--- src/rtl/riscv_pkg.sv ---
// Shared definitions for the RV32 front end: NOP encoding, default reset PC
// and the fetch FSM state type.
package riscv_pkg;

    localparam logic [31:0] NOP              = 32'h0000_0013;
    localparam logic [31:0] DEFAULT_RESET_PC = 32'h0000_0000;

    typedef enum logic [1:0] {
        REQ,
        WAIT,
        FAULT
    } fetch_state_t;

endpackage

--- src/rtl/instruction_fetch_if.sv ---
// Instruction-memory port: valid/ready request channel (address) and
// valid/ready response channel (instruction word).
interface instruction_fetch_if;

    logic        imem_req_valid;
    logic        imem_req_ready;
    logic [31:0] imem_addr;
    logic        imem_rsp_valid;
    logic        imem_rsp_ready;
    logic [31:0] imem_rsp_data;

    modport master (
        output imem_req_valid,
        output imem_addr,
        output imem_rsp_ready,
        input  imem_req_ready,
        input  imem_rsp_valid,
        input  imem_rsp_data
    );

    modport slave (
        input  imem_req_valid,
        input  imem_addr,
        input  imem_rsp_ready,
        output imem_req_ready,
        output imem_rsp_valid,
        output imem_rsp_data
    );

endinterface

--- src/rtl/fetch_buffer.sv ---
// One-entry valid/ready output register between fetch and decode.
// Flush wins over load, load wins over consume.
module fetch_buffer
    import riscv_pkg::*;
(
    input  logic        clk,
    input  logic        rst,
    input  logic        load,
    input  logic        flush,
    input  logic        consume,
    input  logic [31:0] load_instr,
    input  logic [31:0] load_pc,
    output logic        valid,
    output logic [31:0] instr,
    output logic [31:0] instr_pc
);

    logic valid_d;

    always_comb begin
        valid_d = valid;
        if (flush) begin
            valid_d = 1'b0;
        end else if (load) begin
            valid_d = 1'b1;
        end else if (consume) begin
            valid_d = 1'b0;
        end
    end

    always_ff @(posedge clk or posedge rst) begin
        if (rst) begin
            valid    <= 1'b0;
            instr    <= NOP;
            instr_pc <= 32'h0000_0000;
        end else begin
            valid <= valid_d;
            if (load && !flush) begin
                instr    <= load_instr;
                instr_pc <= load_pc;
            end
        end
    end

endmodule

--- src/rtl/instruction_fetch.sv ---
// Fetch stage: owns the PC, issues one outstanding word request at a time and
// hands returned instructions to decode; redirects squash younger work.
module instruction_fetch
    import riscv_pkg::*;
#(
    parameter logic [31:0] RESET_PC = DEFAULT_RESET_PC
) (
    input  logic                       clk,
    input  logic                       reset,
    input  logic                       redirect_valid,
    input  logic [31:0]                redirect_pc,
    instruction_fetch_if.master        imem,
    input  logic                       instr_ready,
    output logic                       instr_valid,
    output logic [31:0]                instr,
    output logic [31:0]                instr_pc,
    output logic                       fetch_fault,
    output logic [31:0]                fault_addr
);

    fetch_state_t state_q, state_d;
    logic [31:0]  pc_q, pc_d;
    logic [31:0]  fault_addr_q, fault_addr_d;
    logic         discard_q, discard_d;
    logic         fault_q, fault_d;
    logic         load, flush;
    logic         rsp_ready, req_hs, rsp_hs;
    logic         redirect, misaligned;

    // Request side is purely registered; only rsp_ready sees instr_ready.
    assign imem.imem_req_valid = (state_q == REQ);
    assign imem.imem_addr      = pc_q;
    assign rsp_ready           = (state_q == FAULT)
                               | ((state_q == WAIT) & (discard_q | ~instr_valid | instr_ready));
    assign imem.imem_rsp_ready = rsp_ready;

    assign req_hs     = (state_q == REQ) & imem.imem_req_ready;
    assign rsp_hs     = (state_q == WAIT) & imem.imem_rsp_valid & rsp_ready;
    assign redirect   = redirect_valid & (state_q != FAULT);
    assign misaligned = redirect & (redirect_pc[1:0] != 2'b00);

    assign fetch_fault = fault_q;
    assign fault_addr  = fault_addr_q;

    always_comb begin
        state_d      = state_q;
        pc_d         = pc_q;
        discard_d    = discard_q;
        fault_d      = fault_q;
        fault_addr_d = fault_addr_q;
        load         = 1'b0;
        flush        = 1'b0;

        unique case (state_q)
            REQ: begin
                if (req_hs) state_d = WAIT;
            end
            WAIT: begin
                if (rsp_hs) begin
                    state_d = REQ;
                    if (discard_q) begin
                        discard_d = 1'b0;
                    end else begin
                        load = 1'b1;
                        pc_d = pc_q + 32'd4;
                    end
                end
            end
            FAULT: ;
            default: ;
        endcase

        // A redirect overrides everything above; any response in flight belongs
        // to the squashed path and must be swallowed via discard.
        if (redirect) begin
            flush = 1'b1;
            load  = 1'b0;
            pc_d  = redirect_pc;
            if (misaligned) begin
                state_d      = FAULT;
                fault_d      = 1'b1;
                fault_addr_d = redirect_pc;
                discard_d    = req_hs | ((state_q == WAIT) & ~rsp_hs);
            end else if (state_q == REQ) begin
                discard_d = req_hs;
                state_d   = req_hs ? WAIT : REQ;
            end else begin
                discard_d = ~rsp_hs;
                state_d   = rsp_hs ? REQ : WAIT;
            end
        end
    end

    always_ff @(posedge clk or posedge reset) begin
        if (reset) begin
            state_q      <= REQ;
            pc_q         <= RESET_PC;
            discard_q    <= 1'b0;
            fault_q      <= 1'b0;
            fault_addr_q <= 32'h0000_0000;
        end else begin
            state_q      <= state_d;
            pc_q         <= pc_d;
            discard_q    <= discard_d;
            fault_q      <= fault_d;
            fault_addr_q <= fault_addr_d;
        end
    end

    fetch_buffer u_fetch_buffer (
        .clk        (clk),
        .rst        (reset),
        .load       (load),
        .flush      (flush),
        .consume    (instr_ready),
        .load_instr (imem.imem_rsp_data),
        .load_pc    (pc_q),
        .valid      (instr_valid),
        .instr      (instr),
        .instr_pc   (instr_pc)
    );

endmodule

--- src/flat_wrapper.sv ---
// flat-port wrapper written by rule: the top's interface ports become plain ports
module instruction_fetch_flat import riscv_pkg::*;
#(
    parameter logic [31:0] RESET_PC = DEFAULT_RESET_PC
)
  (clk, reset, redirect_valid, redirect_pc, instr_ready, instr_valid, instr, instr_pc, fetch_fault, fault_addr, imem_imem_req_valid, imem_imem_addr, imem_imem_rsp_ready, imem_imem_req_ready, imem_imem_rsp_valid, imem_imem_rsp_data);
  instruction_fetch_if imem_i ();
  input  logic clk;
  input  logic reset;
  input  logic redirect_valid;
  input  logic [31:0] redirect_pc;
  input  logic instr_ready;
  output logic instr_valid;
  output logic [31:0] instr;
  output logic [31:0] instr_pc;
  output logic fetch_fault;
  output logic [31:0] fault_addr;
  output wire logic [$bits(imem_i.imem_req_valid)-1:0] imem_imem_req_valid;
  output wire logic [$bits(imem_i.imem_addr)-1:0] imem_imem_addr;
  output wire logic [$bits(imem_i.imem_rsp_ready)-1:0] imem_imem_rsp_ready;
  input wire logic [$bits(imem_i.imem_req_ready)-1:0] imem_imem_req_ready;
  input wire logic [$bits(imem_i.imem_rsp_valid)-1:0] imem_imem_rsp_valid;
  input wire logic [$bits(imem_i.imem_rsp_data)-1:0] imem_imem_rsp_data;
  assign imem_imem_req_valid = imem_i.imem_req_valid;
  assign imem_imem_addr = imem_i.imem_addr;
  assign imem_imem_rsp_ready = imem_i.imem_rsp_ready;
  assign imem_i.imem_req_ready = imem_imem_req_ready;
  assign imem_i.imem_rsp_valid = imem_imem_rsp_valid;
  assign imem_i.imem_rsp_data = imem_imem_rsp_data;
  instruction_fetch #(.RESET_PC(RESET_PC)) u_core (.clk(clk), .reset(reset), .redirect_valid(redirect_valid), .redirect_pc(redirect_pc), .imem(imem_i), .instr_ready(instr_ready), .instr_valid(instr_valid), .instr(instr), .instr_pc(instr_pc), .fetch_fault(fetch_fault), .fault_addr(fault_addr));
endmodule
--- config.mk ---
export PLATFORM = sky130hd
export DESIGN_NAME = instruction_fetch_flat
export DESIGN_NICKNAME = d
export VERILOG_FILES = /design/src/rtl/riscv_pkg.sv /design/src/rtl/instruction_fetch_if.sv /design/src/rtl/fetch_buffer.sv /design/src/rtl/instruction_fetch.sv /design/src/flat_wrapper.sv
export SDC_FILE = /design/constraint.sdc
export NUM_CORES = 1
export LEC_CHECK = 0
export ABC_AREA = 1
export CORE_ASPECT_RATIO = 0.6
export CORE_UTILIZATION = 47
export CTS_BUF_LIST = sky130_fd_sc_hd__clkbuf_16
export DETAILED_ROUTE_END_ITERATION = 12
export HOLD_SLACK_MARGIN = 0.02
export PLACE_DENSITY = 0.83
export REMOVE_ABC_BUFFERS = 1
export SLEW_MARGIN = 20
export SYNTH_ARGS = -nofsm -noshare
export SYNTH_HDL_FRONTEND = slang
export SYNTH_HIERARCHICAL = 1
export SYNTH_SLANG_ARGS = --single-unit
--- constraint.sdc ---
create_clock -name clk -period 3.2 [get_ports clk]
set_clock_uncertainty 0.2 [all_clocks]
set_input_delay 0.64 -clock clk [delete_from_list [all_inputs] [get_ports clk]]
set_output_delay 0.64 -clock clk [all_outputs]
set_load 0.01 [all_outputs]
* Word-level counts from Yosys, hierarchy flattened
Cells that the tools add are included.
Storage, ports and cells: bits in registers 133, bits in writable memories 0, bits in read-only memories 0, memories 0, word-level logic and storage cells 65, output and inout bits 132, latch bits 0, input port bits 70
Cells by class: bitwise gates (word level) 13, equality and inequality tests 6, div/mod/pow operators 0, $lt $le $gt $ge 0, multipliers 0, shift-type cells 0, add/sub/neg operators 1, muxes and demuxes 25, reductions and logical operators 12
Operators by type and width (number):
- $mux W32 | 4
- $add A32 B3 Y32 const B | 1
- $mux W1 | 15
- $mux W2 | 5
- $and A1 B1 Y1 | 7
- $ne A3 B1 Y1 const B | 2
- $reduce_and A3 Y1 | 2
- $reduce_bool A2 Y1 | 3
- $reduce_bool A3 Y1 | 2
- $ne A2 B2 Y1 const B | 2
- $or A1 B1 Y1 | 4
- $pmux W2 S2 | 1
- $reduce_and A2 Y1 | 2
- $eq A2 B1 Y1 const B | 1
- $eq A2 B2 Y1 const B | 1
- $logic_not A2 Y1 | 1
- $not A1 Y1 | 2
- $logic_and A1 B1 Y1 | 1
- $logic_not A1 Y1 | 1

* Logic depth before layout (Yosys ltp)
Gate-level depths: netlist of run 1.
word-level depth 11, mapped depth 11, depth with buffers taken out 9

* Modules after synthesis
The synthesis of run 1 kept the hierarchy.
Modules (own cells, without submodules):
- instruction_fetch | times used 1, cells each 514, seq. area each 1701.6 µm², area an instance 3667.3 µm²
- fetch_buffer | times used 1, cells each 284, seq. area each 1630.3 µm², area an instance 2596.2 µm²

* Worst setup path before layout of run 1
OpenSTA, ideal clock, no wires.
path kind input port to flip-flop, from input instr_ready, to register u_core.u_fetch_buffer.instr_pc[4], data required time 2.883 ns, arrival 1.673 ns, library setup time 0.117 ns, slack 1.210 ns, stages 10, buffers on the path 3, path through inv_1 nand3_1 nand4_2 nor2_1 buf_2 nand2_2 buf_6 buf_4 nand2_1 nand2_1
On the way: longest elaborated chain between the ends 8
Ends and longest elaborated chain:
- from (decl) | line flat_wrapper.sv:12 | input logic instr_ready;
- $or A1 B1 Y1 | line instruction_fetch.sv:34 | | ((state_q == WAIT) & (discard_q | ~instr_valid | instr_ready));
- $and A1 B1 Y1 | line instruction_fetch.sv:34
- $or A1 B1 Y1 | line instruction_fetch.sv:34
- $and A1 B1 Y1 | line instruction_fetch.sv:38 | assign rsp_hs = (state_q == WAIT) & imem.imem_rsp_valid & rsp_ready;
- $mux W1 | line instruction_fetch.sv:59 | if (rsp_hs) begin
- $mux W1 | line instruction_fetch.sv:54 | unique case (state_q)
- $mux W1 | line instruction_fetch.sv:75 | if (redirect) begin
- via u_core.load | line instruction_fetch.sv:26 | logic load, flush;
- $logic_and A1 B1 Y1 | line fetch_buffer.sv:38 | if (load && !flush) begin
- to (signal assigned) | line fetch_buffer.sv:40 | instr_pc <= load_pc;
- to (decl) | line fetch_buffer.sv:15 | output logic [31:0] instr_pc
The timed path passes the listed nets, and every way through them passes these cells. A chain may end at the register's enable or synchronous reset.

* Worst setup path after layout of run 1
from input instr_ready, to output imem_imem_rsp_ready
On the way: longest elaborated chain between the ends 3
Ends and longest elaborated chain:
- $or A1 B1 Y1 | line instruction_fetch.sv:34
- $and A1 B1 Y1 | line instruction_fetch.sv:34
- $or A1 B1 Y1 | line instruction_fetch.sv:34
- to (decl) | line flat_wrapper.sv:20 | output wire logic [$bits(imem_i.imem_rsp_ready)-1:0] imem_imem_rsp_ready;
Every way passes these cells.

==> reports/qor.yml, run 1 <==
run_status:
  status: "completed"
yosys:
  yosys_warnings: 6
  synth_cells: 798
  ys_ff_latch: 133
  synth-edff-count: 0
  syn-cell-area_mm2: 0.00626
  synthFlopType: "dfrtp_1"
  ys_types: 32
  syn_avg_cell_area_um2: 7.85
  yosysSeqAreaShare_pct: 53.2
  async_flop_share_pct: 100
clock_network:
  cts_resized: 0
  post_cts_buffers: 0
  cts_hold_buffers: 0
  clk_latency_ns: 0.41
  cts_sinks: 133
  cts_made_buffers: 17
  tritoncts: "yes"
  cts_root_buf: "clkbuf_16"
  htreeDepth: 4
  clockBufferDepth: 2
  clk_pin_slew_ns: 0.06
sta:
  layout_min_cycle_time_ns: 2.83
  drv_slew: 0
  worst_pin_slew_ns: 0.728
  finalHoldViolCount: 0
  finalCritPeriodShare_pct: 88.5
  hold-worst-slack_ns: 0.266
  rsz0062_at_grt: "no"
  fin_setup_tns_ns: 0
  fmax_mhz: 353
  setup_viol: 0
  relSlewSlack_pct: 51.5
layout:
  layout_commonest_cell: "nand2_1"
  final_nets: 1063
  area_growth_pct: 43.9
  layout_common_cells: "nand2_1, clkdlybuf4s50_1, dfrtp_1, nand3_1, nor2_1"
  drive_above_1_share_pct: 6.67
  fin_area_mm2: 0.00901
  diodes: 0
floorplanning:
  start_util_pct: 48.4
  dieWidth_um: 151
  dieArea_mm2: 0.0138
  coreArea_mm2: 0.0129
  die_h_um: 91.4
  io_pins: 202
  fp-row-count: 32
pwr:
  power.density_mw_per_mm2: 977
  p_leak_uw: 0.00430
  ir_worst_vdd_uv: 563
  p_total_uw: 8810
critical_path:
  endpoint_kind: "primary output"
  startpoint_type: "input port"
  crit_required_ns: 2.36
  rrSetupSlack_ns: 1.11
  critical_path_class: "input port to primary output"
  crit_path_max_fanout: 3
  cp_data_arrival_time_ns: 1.99
detailed_routing:
  via_per_inst: 5.09
  vias: 5977
  wl_per_cell_um: 15.6
  drtPass1Iterations: 5
  drt-total-wl_um: 18300
  drt_iter0_drc: 428
  ant_nets: 0
  drc: 0
place:
  gp_congestion: 0.906
  port_buffers: 201
  placed_area_mm2: 0.00840
  detailed_place_hpwl_um: 12600
global_route:
  antenna_found_initial: 0
  grt_overflow: 0
  grt_pass1_wl_um: 29600
  grt_use_total_pct: 27.9
  grt_max_degree: 92
  grt_pass1_vias: 5793
worst_hold_path:
  hold_path.class: "flip-flop to flip-flop"
job:
  cap_violations: 0
report_power, final:
group          total, uW  internal [uW]  switching [uW]
registers           3170           2430             732
logic               3610           1850            1760
clock network       2030           1300             738
cell type report:
cell class	instances	area (um^2)
inverters	42	158
well taps	170	213
repair buffers	210	2120
clock inverters	15	188
flip-flops and latches	133	3330
multi-input cells	588	2580
clock buffers	17	425
fillers	1029	3920
cells in the mapped netlist, types with 2 or more instances:
| cell type | instances | area [um^2] |
|---|---|---|
| nor2_2 | 7 | 43.8 |
| xnor2_1 | 5 | 43.8 |
| buf_2 | 22 | 110 |
| buf_6 | 2 | 22.5 |
| nand3_2 | 2 | 20.0 |
| nand2_1 | 379 | 1420 |
| nand3_1 | 101 | 505 |
| o21ai_0 | 18 | 90.1 |
| inv_2 | 4 | 15.0 |
| inv_1 | 38 | 143 |
| clkbuf_1 | 2 | 7.51 |
| o211ai_1 | 7 | 52.6 |
| dfrtp_1 | 130 | 3250 |
| nand3b_1 | 4 | 30.0 |
| xor2_1 | 9 | 78.8 |
| nor2_1 | 39 | 146 |
| nand2_2 | 4 | 25.0 |
| dfstp_2 | 3 | 78.8 |
| buf_4 | 9 | 67.6 |
state kept, by name, summed over array words and instances, names as in the netlist:
signal and count:
u_core/u_fetch_buffer/instr_pc 32, u_core/fault_addr 32, u_core/state_q 2, u_core/u_fetch_buffer/valid 1, u_core/discard_q 1, u_core/u_fetch_buffer/instr 32, u_core/fetch_fault 1, u_core/imem.imem_addr 32
stage by stage:
step	worst slack, ns	utilization, %	cells
CTS	0.356	69.7	1175
global route	0.304	69.7	1175
finish	0.367	69.7	1175
floorplan	-2.70	-	763
global placement	0.434	65.0	1143
detailed placement	0.372	65.0	1143
layer usage:
metal	GRT usage [%]	wire, um	part of all wire, %	up-vias
met3	7.64	1820	9.9	12
met4	7.25	117	0.64	0
met5	0	0	0	-
li1	-	-	-	2899
met2	40.6	7690	42	288
met1	40.9	8680	47	2778
worst max-delay path, cell delays in order:
cell and delay (ns):
clkdlybuf4s50_1 0.49, inv_1 0.05, nand3_1 0.14, nand2_1 0.07, nand2_1 0.07, clkdlybuf4s50_1 0.53
worst paths after layout:
path / end / cells past startpoint / startpoint
worst min register to register: u_core/u_fetch_buffer/instr_pc[15]$_DFFE_PP0P_ / 2 / u_core/u_fetch_buffer/instr_pc[15]$_DFFE_PP0P_
max in group asynchronous: u_core/u_fetch_buffer/instr_pc[27]$_DFFE_PP0P_ / 3 / reset
min in group asynchronous: u_core/fault_addr[20]$_DFFE_PP0P_ / 3 / reset
worst max-delay path: imem_imem_rsp_ready / 6 / instr_ready
worst min-delay path: u_core/u_fetch_buffer/instr_pc[15]$_DFFE_PP0P_ / 2 / u_core/u_fetch_buffer/instr_pc[15]$_DFFE_PP0P_
worst max register to register: u_core/fetch_fault$_DFFE_PP0P_ / 7 / u_core/state_q[0]$_DFFE_PP0P_
kinds of logic (layout without fill, tap and decap cells):
| kind of cell | after synthesis | after routing | synth area share (%) |
|---|---|---|---|
| AOI/OAI and AO/OA | 30 | 30 | 2.80 |
| xor gates and xnor gates | 14 | 14 | 1.96 |
| adders and majority gates | 1 | 1 | 0.200 |
| buffers and inverters | 77 | 284 | 5.83 |
| DFF | 133 | 133 | 53.2 |
| and+or+nand+nor | 543 | 543 | 36.0 |
Note: power is estimated with default switching activity, not from simulation.
==> inputs of run 2 (changes only) <==
--- a/config.mk
+++ b/config.mk
@@ -6,12 +6,13 @@
 export NUM_CORES = 1
 export LEC_CHECK = 0
 export ABC_AREA = 1
+export CAP_MARGIN = 20
 export CORE_ASPECT_RATIO = 0.6
-export CORE_UTILIZATION = 47
+export CORE_UTILIZATION = 42
 export CTS_BUF_LIST = sky130_fd_sc_hd__clkbuf_16
 export DETAILED_ROUTE_END_ITERATION = 12
 export HOLD_SLACK_MARGIN = 0.02
-export PLACE_DENSITY = 0.83
+export PLACE_DENSITY = 0.79
 export REMOVE_ABC_BUFFERS = 1
 export SLEW_MARGIN = 20
 export SYNTH_ARGS = -nofsm -noshare
==> constraint.sdc (replaced) <==
create_clock -name clk -period 2.55 [get_ports clk]
set_clock_uncertainty 0.2 [all_clocks]
set_input_delay 0.51 -clock clk [delete_from_list [all_inputs] [get_ports clk]]
set_output_delay 0.51 -clock clk [all_outputs]
set_load 0.01 [all_outputs]
==> run 2 against run 1 <==
Global-route usage is 2.1 points lower. Utilization decreased by 7.1 points. Highest routed layer unchanged. Combinational power is 28% higher. Via count rose by 0.74%. Count of clock-buffer cells in the layout is the same. Design area is 0.74% higher. Final cell count grew 3.2%. Hold slack lost 0.017 ns. Register-to-register slack got worse by 0.59 ns. Critical endpoint unchanged. Clock power is 14% higher. Sequential power up 25%. Sequential share of layout area fell by 0.27 points.
==> reports/qor.yml, run 2 (synthesized netlist as in run 1, its figures left out) <==
sta:
  layout_min_cycle_time_ns: 2.48
  post-route-worst-setup-slack_ns: 0.0701
  setup_viol: 0
  drv_slew: 0
  finalCritPeriodShare_pct: 97.3
  worst_pin_slew_ns: 0.545
  relSlewSlack_pct: 63.7
  finalHoldViolCount: 0
  fmax_mhz: 403
  rsz0062_at_grt: "no"
  hold-worst-slack_ns: 0.249
critical_path:
  startpoint_type: "input port"
  cpPeakStageDelay_ns: 0.53
  cp_data_arrival_time_ns: 1.77
  cp-endpoint: "imem_imem_rsp_ready"
  crit_family: "buffers and inverters"
  cp_slowest_cell: "clkdlybuf4s50_1"
  r2r-end: "u_core/imem.imem_addr[16]$_DFFE_PP0P_"
  crit_buf_inv: 3
  r2r_start: "u_core/imem.imem_addr[2]$_DFFE_PP0P_"
  crit_path_max_fanout: 2
  critical_path_class: "input port to primary output"
  crit_path_start: "instr_ready"
  crit_cells: 6
  crit_required_ns: 1.84
  path_cells: "clkdlybuf4s50_1 > inv_1 > nand3_1 > nand2_1 > nand2_1 > clkdlybuf4s50_1"
  rrSetupSlack_ns: 0.52
  endpoint_kind: "primary output"
  worst-r2r-cell-count: 7
clock_network:
  clk_latency_ns: 0.41
  clk_pin_slew_ns: 0.06
  cts_made_buffers: 17
  cts_root_buf: "clkbuf_16"
  tritoncts: "yes"
  cts_hold_buffers: 0
  clockBufferDepth: 2
  post_cts_buffers: 0
  cts_sinks: 133
  htreeDepth: 4
  cts_resized: 0
global_route:
  grt_pass1_vias: 5692
  antenna_found_initial: 0
  grt_max_degree: 53
  grt_overflow: 0
  grt_pass1_wl_um: 30600
  grt_use_total_pct: 25.9
place:
  dp_slack_ns: 0.0374
  placed_area_mm2: 0.00852
  detailed_place_hpwl_um: 13400
  port_buffers: 201
  gp_congestion: 0.906
detailed_routing:
  vias: 6021
  wl_per_cell_um: 15.7
  drtPass1Iterations: 5
  ant_nets: 0
  drt_iter0_drc: 502
  drc: 0
  drt-total-wl_um: 19100
  via_per_inst: 4.96
floorplanning:
  die_h_um: 96.6
  fp-row-count: 34
  dieArea_mm2: 0.0154
  io_pins: 202
  dieWidth_um: 160
  coreArea_mm2: 0.0145
  start_util_pct: 43.2
layout:
  layout_commonest_cell: "nand2_1"
  final_nets: 1073
  diodes: 0
  layout_common_cells: "nand2_1, clkdlybuf4s50_1, dfrtp_1, nand3_1, nor2_1"
  fin_util_pct: 62.6
  fin_area_mm2: 0.00908
  area_growth_pct: 45.0
  drive_above_1_share_pct: 7.68
pwr:
  p_leak_uw: 0.00431
  power.density_mw_per_mm2: 1200
  p_total_uw: 10900
  ir_worst_vdd_uv: 595
worst_hold_path:
  hold_path.class: "input port to asynchronous set/reset pin"
run_status:
  status: "completed"
job:
  cap_violations: 0
-- run 2: layer usage --
layer  GRT usage (%)  part of all wire (%)  wire [um]  vias to the layer above
met5               0                     0          0                        -
met4            6.73                  0.80        153                        0
met3            7.26                   9.5       1810                       14
met2            37.8                    41       7900                      240
met1            37.6                    48       9230                     2857
li1                -                     -          -                     2910
-- run 2: layout make-up --
type / instances / area, um^2
Sequential cell: 133 / 3330
Fill cell: 1296 / 5430
Inverter: 42 / 158
Timing Repair Buffer: 220 / 2200
Clock inverter: 15 / 131
Multi-Input combinational cell: 588 / 2580
Clock buffer: 17 / 425
Tap cell: 198 / 248
-- run 2: stage by stage --
stage,setup TNS (ns),std cells
floorplan,-264.69,763
global placement,0,1181
detailed placement,0,1181
CTS,0,1213
global route,0,1213
finish,0,1213
-- run 2: worst min-delay path by stage --
stage	start	endpoint
finish	reset	u_core/u_fetch_buffer/instr[22]$_DFFE_PP0P_
global route	reset	u_core/u_fetch_buffer/instr[10]$_DFFE_PP0P_
CTS	reset	u_core/u_fetch_buffer/instr[10]$_DFFE_PP0P_
detailed placement	u_core/fetch_fault$_DFFE_PP0P_	u_core/fetch_fault$_DFFE_PP0P_
global placement	u_core/u_fetch_buffer/instr[17]$_DFFE_PP0P_	u_core/u_fetch_buffer/instr[17]$_DFFE_PP0P_
floorplan	u_core/u_fetch_buffer/instr[0]$_DFFE_PP1P_	u_core/u_fetch_buffer/instr[0]$_DFFE_PP1P_
-- run 2: report_power, final --
group	internal, uW	leakage [uW]	switching [uW]	total, uW
sequential	3050	0.00166	908	3960
clock	1340	0.000252	969	2310
combinational	2370	0.00240	2260	4630
==> inputs of run 3 (changes only) <==
--- a/config.mk
+++ b/config.mk
@@ -6,15 +6,14 @@
 export NUM_CORES = 1
 export LEC_CHECK = 0
 export ABC_AREA = 1
-export CAP_MARGIN = 20
 export CORE_ASPECT_RATIO = 0.6
-export CORE_UTILIZATION = 42
+export CORE_UTILIZATION = 47
 export CTS_BUF_LIST = sky130_fd_sc_hd__clkbuf_16
 export DETAILED_ROUTE_END_ITERATION = 12
 export HOLD_SLACK_MARGIN = 0.02
-export PLACE_DENSITY = 0.79
+export PLACE_DENSITY = 0.83
 export REMOVE_ABC_BUFFERS = 1
-export SLEW_MARGIN = 20
+export SLEW_MARGIN = 15
 export SYNTH_ARGS = -nofsm -noshare
 export SYNTH_HDL_FRONTEND = slang
 export SYNTH_HIERARCHICAL = 1
==> constraint.sdc (replaced) <==
create_clock -name clk -period 2.3 [get_ports clk]
set_clock_uncertainty 0.2 [all_clocks]
set_input_delay 0.46 -clock clk [delete_from_list [all_inputs] [get_ports clk]]
set_output_delay 0.46 -clock clk [all_outputs]
set_load 0.01 [all_outputs]
==> run 3 against run 2 <==
Register-to-register slack worse by 0.26 ns. Highest routed layer unchanged. Non-clock buffer count is 14 higher. Hold slack better by 0.018 ns. Routed wire length is 0.94% higher. Die area is 10% lower. Utilization is 9.4 points higher.
==> reports/qor.yml, run 3 (synthesized netlist as in run 1, its figures left out) <==
run_status:
  status: "completed"
detailed_routing:
  vias: 6190
  drtPass1Iterations: 6
  wl_per_cell_um: 16.1
  drt_iter0_drc: 572
  ant_nets: 0
  drt-total-wl_um: 19300
  via_per_inst: 5.16
  drc: 0
critical_path:
  crit_path_max_fanout: 4
  worst-r2r-cell-count: 9
  r2r_start: "u_core/state_q[0]$_DFFE_PP0P_"
  cpPeakStageDelay_ns: 0.56
  crit_family: "buffers and inverters"
  endpoint_kind: "primary output"
  cp_slowest_cell: "clkdlybuf4s50_1"
  cp_data_arrival_time_ns: 1.59
  r2r-end: "u_core/u_fetch_buffer/instr[1]$_DFFE_PP1P_"
  startpoint_type: "flip-flop"
  rrSetupSlack_ns: 0.26
  crit_buf_inv: 1
  critical_path_class: "flip-flop to primary output"
  crit_required_ns: 1.64
  path_cells: "nor2_2 > clkdlybuf4s50_1"
sta:
  layout_min_cycle_time_ns: 2.25
  rsz0062_at_grt: "no"
  relSlewSlack_pct: 70.9
  post-route-worst-setup-slack_ns: 0.0515
  finalHoldViolCount: 0
  drv_slew: 0
  finalCritPeriodShare_pct: 97.8
  worst_pin_slew_ns: 0.435
  fmax_mhz: 445
  setup_viol: 0
pwr:
  p_leak_uw: 0.00447
  combPwrFrac_pct: 42.2
  pwr-share-clk_pct: 23.2
  net-switching-power_uw: 4610
  p_total_uw: 12700
  swShare_pct: 36.4
  ir_worst_vdd_uv: 827
  seqPwrFrac_pct: 34.6
  power.density_mw_per_mm2: 1360
  internal_power_uw: 8060
global_route:
  grt_pass1_wl_um: 30900
  grt_overflow: 0
  antenna_found_initial: 0
  grt_use_total_pct: 29.3
  grt_pass1_vias: 5950
  grt_max_degree: 69
layout:
  drive_above_1_share_pct: 8.84
  fill_cells: 1021
  multi_input_area_mm2: 0.00259
  final_nets: 1087
  area_growth_pct: 48.6
  diodes: 0
  layout_commonest_cell: "nand2_1"
  final-seq-area_mm2: 0.00333
  layout_common_cells: "nand2_1, clkdlybuf4s50_1, dfrtp_1, nand3_1"
floorplanning:
  fp-row-count: 32
  coreArea_mm2: 0.0129
  dieArea_mm2: 0.0138
  io_pins: 202
  start_util_pct: 48.4
  dieWidth_um: 151
  die_h_um: 91.4
place:
  detailed_place_hpwl_um: 13600
  port_buffers: 201
  gp_congestion: 0.897
  dp_slack_ns: -0.0810
worst_hold_path:
  whs_path_depth: 2
  hold_path.class: "flip-flop to flip-flop"
  worstHoldEndpoint: "u_core/u_fetch_buffer/instr[0]$_DFFE_PP1P_"
  min-delay-start: "u_core/u_fetch_buffer/instr[0]$_DFFE_PP1P_"
clock_network:
  htreeDepth: 4
  post_cts_buffers: 0
  clk_latency_ns: 0.41
  cts_root_buf: "clkbuf_16"
  tritoncts: "yes"
  cts_sinks: 133
  cts_made_buffers: 17
  clockBufferDepth: 2
  clk_pin_slew_ns: 0.06
job:
  cap_violations: 0
==> run 3: metrics by stage <==
step                      hold slack, ns  cell area [um^2]  TNS [ns]  instances  utilization [%]
after global routing               0.292              9310         0       1199             72.0
final                              0.268              9310         0       1199             72.0
after CTS                          0.263              9310         0       1199             72.0
after global placement             0.249              8670   -0.0690       1167             67.0
after detailed placement           0.254              8670    -0.175       1167             67.0
after floorplan                    0.269              6060   -293.05        763                -
==> run 3: cell type report <==
cell class,count,share of cell area (%)
clock buffer,17,4.57
clock inverter,15,2.26
inverter,42,1.69
multi-input combinational,588,27.8
sequential,133,35.8
tap,170,2.28
timing repair buffer,234,25.6
==> run 3: worst max-delay path by stage <==
stage	startpoint	endpoint	slack [ns]	cells past startpoint
2_1_floorplan	u_core/state_q[0]$_DFFE_PP0P_	u_core/u_fetch_buffer/instr[10]$_DFFE_PP0P_	-3.52	8
3_3_place_gp	instr_ready	imem_imem_rsp_ready	-0.07	6
3_5_place_dp	instr_ready	imem_imem_rsp_ready	-0.08	6
4_1_cts	u_core/state_q[1]$_DFFE_PP0P_	imem_imem_req_valid	0.03	2
5_1_grt	u_core/state_q[1]$_DFFE_PP0P_	imem_imem_req_valid	0.006	2
6_report	u_core/state_q[1]$_DFFE_PP0P_	imem_imem_req_valid	0.05	2
==> run 3: routing by layer <==
metal | wire length [um] | up-vias | track usage, % | part of all wire (%)
met5 | 0 | - | 0 | 0
met4 | 131 | 0 | 5.33 | 0.68
met3 | 2060 | 13 | 8.34 | 11
met2 | 8420 | 303 | 44.6 | 44
met1 | 8660 | 2930 | 41.7 | 45
li1 | - | 2944 | - | -
==> run 3: power by group through the flow <==
stage / Sequential, uW / Clock (uW) / Combinational [uW]
floorplan: 4660 / 0 / 1750
global placement: 4350 / 0 / 5180
detailed placement: 4360 / 0 / 5310
CTS: 4370 / 2980 / 5350
global route: 4520 / 3090 / 5810
finish: 4380 / 2940 / 5340
==> run 3: worst min-delay path: cells and delay by family, from the launching register on <==
| family | cells | cell delay (ns) |
|---|---|---|
| flip-flops | 1 | 0.37 |
| AND/OR/NAND/NOR | 2 | 0.10 |
==> run 3: timing repair <==
item                                    in CTS  in global routing
hold buffers                                 0                  0
gates resized for setup                      3                  0
endpoints found under the setup margin       1                  0
